### src/rtl/instr_loader_if.sv
// Button, switch and execute-handshake signals between the loader and its surroundings.
// slave is the loader's view; master is the board/execute-controller side.
interface instr_loader_if;
  logic        btn_raw;
  logic [7:0]  sw;
  logic        exec_busy;
  logic [3:0]  opcode;
  logic [11:0] instr;
  logic        inst_done;
  logic        btn_edge;
  logic [1:0]  load_state;

  modport master (
    output btn_raw, sw, exec_busy,
    input  opcode, instr, inst_done, btn_edge, load_state
  );

  modport slave (
    input  btn_raw, sw, exec_busy,
    output opcode, instr, inst_done, btn_edge, load_state
  );
endinterface

### src/rtl/instr_loader.sv
// Loads a 16-bit instruction word from two button-strobed switch bytes, then fires one run pulse.
// Debounce counter present only when LOADER_DEBOUNCE_EN is defined; otherwise press latency is 2 cycles.
module instr_loader #(
  parameter int DEBOUNCE_CYCLES = 50000
) (
  input  logic           clk,
  input  logic           rstn,
  instr_loader_if.slave  bus
);

  typedef enum logic [1:0] {
    S_WAIT_LO = 2'd0,
    S_WAIT_HI = 2'd1,
    S_READY   = 2'd2,
    S_RUN     = 2'd3
  } state_e;

  state_e      state_q, state_d;
  logic [15:0] word_q, word_d;
  logic        seen_busy_q, seen_busy_d;
  logic        sync1_q, sync2_q;
  logic        db;
  logic        db_dly_q;
  logic        press;
  logic        btn_edge;
  logic        inst_done;

  always_ff @(posedge clk or negedge rstn) begin
    if (!rstn) begin
      sync1_q <= 1'b0;
      sync2_q <= 1'b0;
    end else begin
      sync1_q <= bus.btn_raw;
      sync2_q <= sync1_q;
    end
  end

`ifdef LOADER_DEBOUNCE_EN
  localparam logic [15:0] DB_LAST = 16'(DEBOUNCE_CYCLES - 1);

  logic [15:0] cnt_q, cnt_d;
  logic        db_q, db_d;

  // Level flips only after the input has disagreed for DEBOUNCE_CYCLES straight cycles.
  always_comb begin
    cnt_d = '0;
    db_d  = db_q;
    if (sync2_q != db_q) begin
      if (cnt_q == DB_LAST) begin
        db_d  = sync2_q;
        cnt_d = '0;
      end else begin
        cnt_d = cnt_q + 16'd1;
      end
    end
  end

  always_ff @(posedge clk or negedge rstn) begin
    if (!rstn) begin
      cnt_q <= '0;
      db_q  <= 1'b0;
    end else begin
      cnt_q <= cnt_d;
      db_q  <= db_d;
    end
  end

  assign db = db_q;
`else
  localparam int unused_debounce_cycles = DEBOUNCE_CYCLES;

  assign db = sync2_q;
`endif

  always_ff @(posedge clk or negedge rstn) begin
    if (!rstn) begin
      db_dly_q <= 1'b0;
    end else begin
      db_dly_q <= db;
    end
  end

  assign press = db & ~db_dly_q;

  always_comb begin
    state_d     = state_q;
    word_d      = word_q;
    seen_busy_d = seen_busy_q;
    btn_edge    = 1'b0;
    inst_done   = 1'b0;
    case (state_q)
      S_WAIT_LO: begin
        if (press) begin
          word_d[7:0] = bus.sw;
          state_d     = S_WAIT_HI;
        end
      end
      S_WAIT_HI: begin
        if (press) begin
          word_d[15:8] = bus.sw;
          state_d      = S_READY;
        end
      end
      S_READY: begin
        inst_done = 1'b1;
        if (press) begin
          btn_edge    = 1'b1;
          seen_busy_d = 1'b0;
          state_d     = S_RUN;
        end
      end
      S_RUN: begin
        inst_done = 1'b1;
        // Only a busy-then-idle sequence ends the run; an idle controller at entry is not enough.
        if (seen_busy_q && !bus.exec_busy) begin
          seen_busy_d = 1'b0;
          state_d     = S_WAIT_LO;
        end else if (bus.exec_busy) begin
          seen_busy_d = 1'b1;
        end
      end
      default: state_d = S_WAIT_LO;
    endcase
  end

  always_ff @(posedge clk or negedge rstn) begin
    if (!rstn) begin
      state_q     <= S_WAIT_LO;
      word_q      <= '0;
      seen_busy_q <= 1'b0;
    end else begin
      state_q     <= state_d;
      word_q      <= word_d;
      seen_busy_q <= seen_busy_d;
    end
  end

  assign bus.opcode     = word_q[3:0];
  assign bus.instr      = word_q[15:4];
  assign bus.inst_done  = inst_done;
  assign bus.btn_edge   = btn_edge;
  assign bus.load_state = state_q;

endmodule
### src/flat_wrapper.sv
// flat-port wrapper written by rule: the top's interface ports become plain ports
module instr_loader_flat 
#(
  parameter int DEBOUNCE_CYCLES = 50000
)
  (clk, rstn, bus_btn_raw, bus_sw, bus_exec_busy, bus_opcode, bus_instr, bus_inst_done, bus_btn_edge, bus_load_state);
  instr_loader_if bus_i ();
  input  logic clk;
  input  logic rstn;
  input wire logic [$bits(bus_i.btn_raw)-1:0] bus_btn_raw;
  input wire logic [$bits(bus_i.sw)-1:0] bus_sw;
  input wire logic [$bits(bus_i.exec_busy)-1:0] bus_exec_busy;
  output wire logic [$bits(bus_i.opcode)-1:0] bus_opcode;
  output wire logic [$bits(bus_i.instr)-1:0] bus_instr;
  output wire logic [$bits(bus_i.inst_done)-1:0] bus_inst_done;
  output wire logic [$bits(bus_i.btn_edge)-1:0] bus_btn_edge;
  output wire logic [$bits(bus_i.load_state)-1:0] bus_load_state;
  assign bus_i.btn_raw = bus_btn_raw;
  assign bus_i.sw = bus_sw;
  assign bus_i.exec_busy = bus_exec_busy;
  assign bus_opcode = bus_i.opcode;
  assign bus_instr = bus_i.instr;
  assign bus_inst_done = bus_i.inst_done;
  assign bus_btn_edge = bus_i.btn_edge;
  assign bus_load_state = bus_i.load_state;
  instr_loader #(.DEBOUNCE_CYCLES(DEBOUNCE_CYCLES)) u_core (.clk(clk), .rstn(rstn), .bus(bus_i));
endmodule
### config.mk
export PLATFORM = sky130hd
export DESIGN_NAME = instr_loader_flat
export DESIGN_NICKNAME = d
export VERILOG_FILES = /design/src/rtl/instr_loader_if.sv /design/src/rtl/instr_loader.sv /design/src/flat_wrapper.sv
export SDC_FILE = /design/constraint.sdc
export NUM_CORES = 1
export LEC_CHECK = 0
export ABC_AREA = 1
export BUFFER_PORTS_ARGS = -buffer_cell sky130_fd_sc_hd__buf_4
export CAP_MARGIN = 10
export CELL_PAD_IN_SITES_DETAIL_PLACEMENT = 1
export CELL_PAD_IN_SITES_GLOBAL_PLACEMENT = 1
export CORE_UTILIZATION = 37
export CTS_CLUSTER_DIAMETER = 80
export DETAILED_ROUTE_END_ITERATION = 8
export PLACE_DENSITY = 0.88
export SETUP_SLACK_MARGIN = 0.02
export SYNTH_ARGS = -nofsm -noshare
export SYNTH_HDL_FRONTEND = slang
export SYNTH_SLANG_ARGS = --single-unit
### constraint.sdc
create_clock -name clk -period 1.9 [get_ports clk]
set_clock_uncertainty 0.2 [all_clocks]
set_input_delay 0.19 -clock clk [delete_from_list [all_inputs] [get_ports clk]]
set_output_delay 0.19 -clock clk [all_outputs]
set_load 0.1 [all_outputs]
==> metrics.md <==
| Metric | Value |
|---|---|
| Status | `finished, final reports clean` |
| Die X | `54.7 um` |
| Number of flops mapped to enable cells by yosys | `0` |
| Port bufs | `31` |
| Setup TNS | `0 ns` |
| Headroom to the max-slew limit | `81.1%` |
| Core ar. | `2540 um^2` |
| Post-synth top area share | `53.7%` |
| FILL cells | `302` |
| Number of H-tree levels | `1` |
| Root Buffer | `clkbuf_4` |
| Worst Max-Slew Pin Slew | `0.284 ns` |
| Die area | `2990 um^2` |
| Reg2Reg Depth | `8` |
| Fmax | `0.541 GHz` |
| WS Path Type | `reg -> out` |
| 1st-iter DRT viols | `2` |
| First-pass GRT wire length | `3770 um` |
| Post-synth top area cell | `dfrtp_1` |
| Asr flop ratio synth | `100%` |
| Antenna-violating nets left | `0` |
| CP cell instances | `ha_2, or2_4, buf_8` |
| Max Slew Vio Count | `0` |
| # setup viols final | `0` |
| GRT Total Usage | `17.9%` |
| CP top delay family | `flip-flops` |
| FF+latch count, synth | `22` |
| Clock Tree Buf Depth | `2` |
| Primary FF master, synth | `dfrtp_1` |
| Drt pass-1 iters | `2` |
| CP max stage delay | `0.53 ns` |
| Most common cell in the synthesized netlist | `nand2_1` |
| RR Endpoint | `u_core.bus.load_state[0]$_DFFE_PN0P_` |
| Worst path bufs/invs | `1` |
| Clock latency at the later pin of the worst-skew pair | `0.30 ns` |
| Largest net degree at the start of global routing | `23` |
| WL/cell | `13.9 um` |
| Die Ht | `54.7 um` |
| Slowest stage cell, crit path | `dfrtp_4` |
| Mapped cell area | `1030 um^2` |
| Layout cells sized above 1 | `47.6%` |
| R2R Setup Slk | `0.22 ns` |
| GRT overflow | `0` |
| HP Class | `in -> async` |
| Synth top area cells | `dfrtp_1 54%, o21ai_2 14%, nand2_1 8.8%` |
| Initial Util | `40.3%` |
| Critical path capture point type | `output pin` |
| Global placement routability congestion | `0.749` |
| CP startpoint kind | `flop` |
| Tmin final | `1.85 ns` |
| Origin of the critical flop-to-flop path | `u_core.bus.load_state[0]$_DFFE_PN0P_` |
| Rows | `18` |
| Clock Sinks | `22` |
| Period utilization | `97.4%` |
| RSZ-0062 raised after global routing | `no` |
| Count of final hold-check violations | `0` |
| Worst path required time | `1.51 ns` |
| Io pins | `32` |
| Synth warn | `0` |
| Final Non-Filler Cells | `173` |
| Mean post-synth cell area | `10.4 um^2` |
| Vias in the first global route | `876` |
| Hpwl dp | `1680 um` |
| Placed Cells | `158` |
| Vias per cell | `4.65` |
| Initial antenna violation count | `0` |
| Commonest cells in the synthesized netlist | `24 x nand2_1, 22 x dfrtp_1, 16 x o21ai_2` |
| Min Hold Slack | `0.0966 ns` |
| Via count | `805` |
| Sequential area share after synthesis | `53.7%` |
| Critical Path AT | `1.46 ns` |
| # DRC | `0` |
| Ant diodes | `0` |
| Drt total wl | `2400 um` |
| CTS clk-pin slew, worst paths | `0.11 ns` |
| Post-layout net count | `162` |
| Cells after synthesis | `99` |
| Post-Syn Nets | `116` |
| Crit Path Max Fanout | `4` |
| Netlist cell types | `14` |
| Synth-to-layout area growth | `42.9%` |
| CTS tree | `done` |
| Number of CTS-inserted buffers | `3` |
| Max Cap Viol | `0` |
stage by stage:
step                      util [%]  setup WS, ns  area, um^2
after global routing          57.6        0.0211        1470
after global placement        50.6         0.275        1290
after CTS                     57.5        0.0562        1460
after floorplan                  -       -0.0350        1040
final                         57.6        0.0500        1470
after detailed placement      50.6         0.224        1290
state kept, by name (all words and copies together), names as in the netlist:
signal,cells
u_core.word_q,16
u_core.bus.load_state,2
u_core.db,1
u_core.db_dly_q,1
u_core.seen_busy_q,1
u_core.sync1_q,1
worst max path at each step:
| stage | start | endpoint | slack (ns) | depth (start not counted) |
|---|---|---|---|---|
| floorplan | u_core.bus.load_state[1]$_DFFE_PN0P_ | bus_btn_edge | -0.03 | 3 |
| finish | u_core.bus.load_state[0]$_DFFE_PN0P_ | bus_inst_done | 0.05 | 3 |
| CTS | u_core.bus.load_state[0]$_DFFE_PN0P_ | bus_inst_done | 0.06 | 3 |
| detailed placement | u_core.bus.load_state[0]$_DFFE_PN0P_ | bus_btn_edge | 0.22 | 5 |
| global route | u_core.bus.load_state[0]$_DFFE_PN0P_ | bus_inst_done | 0.02 | 3 |
| global placement | u_core.bus.load_state[0]$_DFFE_PN0P_ | bus_btn_edge | 0.28 | 5 |
cells in the final DEF, fill, tap and decap left out:
cell	n
buf_4	30
nand2_1	24
dfrtp_1	20
o21ai_2	16
inv_1	13
dlygate4sd3_1	11
nand2_2	4
nand2_4	3
ha_1	3
clkbuf_4	3
inv_4	2
nand3_1	2
nand4_1	2
or2_4	1
inv_2	1
nor2_4	1
or2_2	1
ha_4	1
ha_2	1
buf_12	1
buf_8	1
dfrtp_4	1
dfrtp_2	1
metal layers:
metal | share of wire (%) | track usage [%]
met1 | 43 | 20.7
met2 | 52 | 33.3
met3 | 4.4 | 2.78
met4 | 0.75 | 5.13
met5 | 0 | 0
worst reg2reg max path: cells and delay by family, from the launching register on:
kind,cells,cell delay (ns)
buffers and inverters,2,0.23
adder cells (fa/ha/maj),1,0.23
AND/OR/NAND/NOR,5,0.39
flip-flops,1,0.53
timing repair:
action	4_1_cts	5_1_grt
hold endpoints to repair	40	0
setup buffers	1	0
setup endpoints to repair	2	1
resized for setup	9	1
hold buffers	11	0
cloned	0	0
cell type report:
cell class | count | area, um^2 | share of cell area [%]
clock buffers | 3 | 22.5 | 1.54
inverters | 16 | 65.1 | 4.44
multi-input cells | 59 | 415 | 28.3
flip-flops and latches | 22 | 556 | 37.9
well taps | 30 | 37.5 | 2.56
repair buffers | 43 | 370 | 25.3
kinds of logic after synthesis:
family	count (synthesis)	share of synthesized area (%)
AO/OA/AOI/OAI	16	13.7
adder cells (fa/ha/maj)	5	6.10
AND/OR/NAND/NOR	38	18.3
flip-flops	22	53.7
buffers and inverters	18	8.29
Power is left out: the tool's default activity adds up to more than one toggle a clock period on the data nets, which glitch-free logic cannot reach.
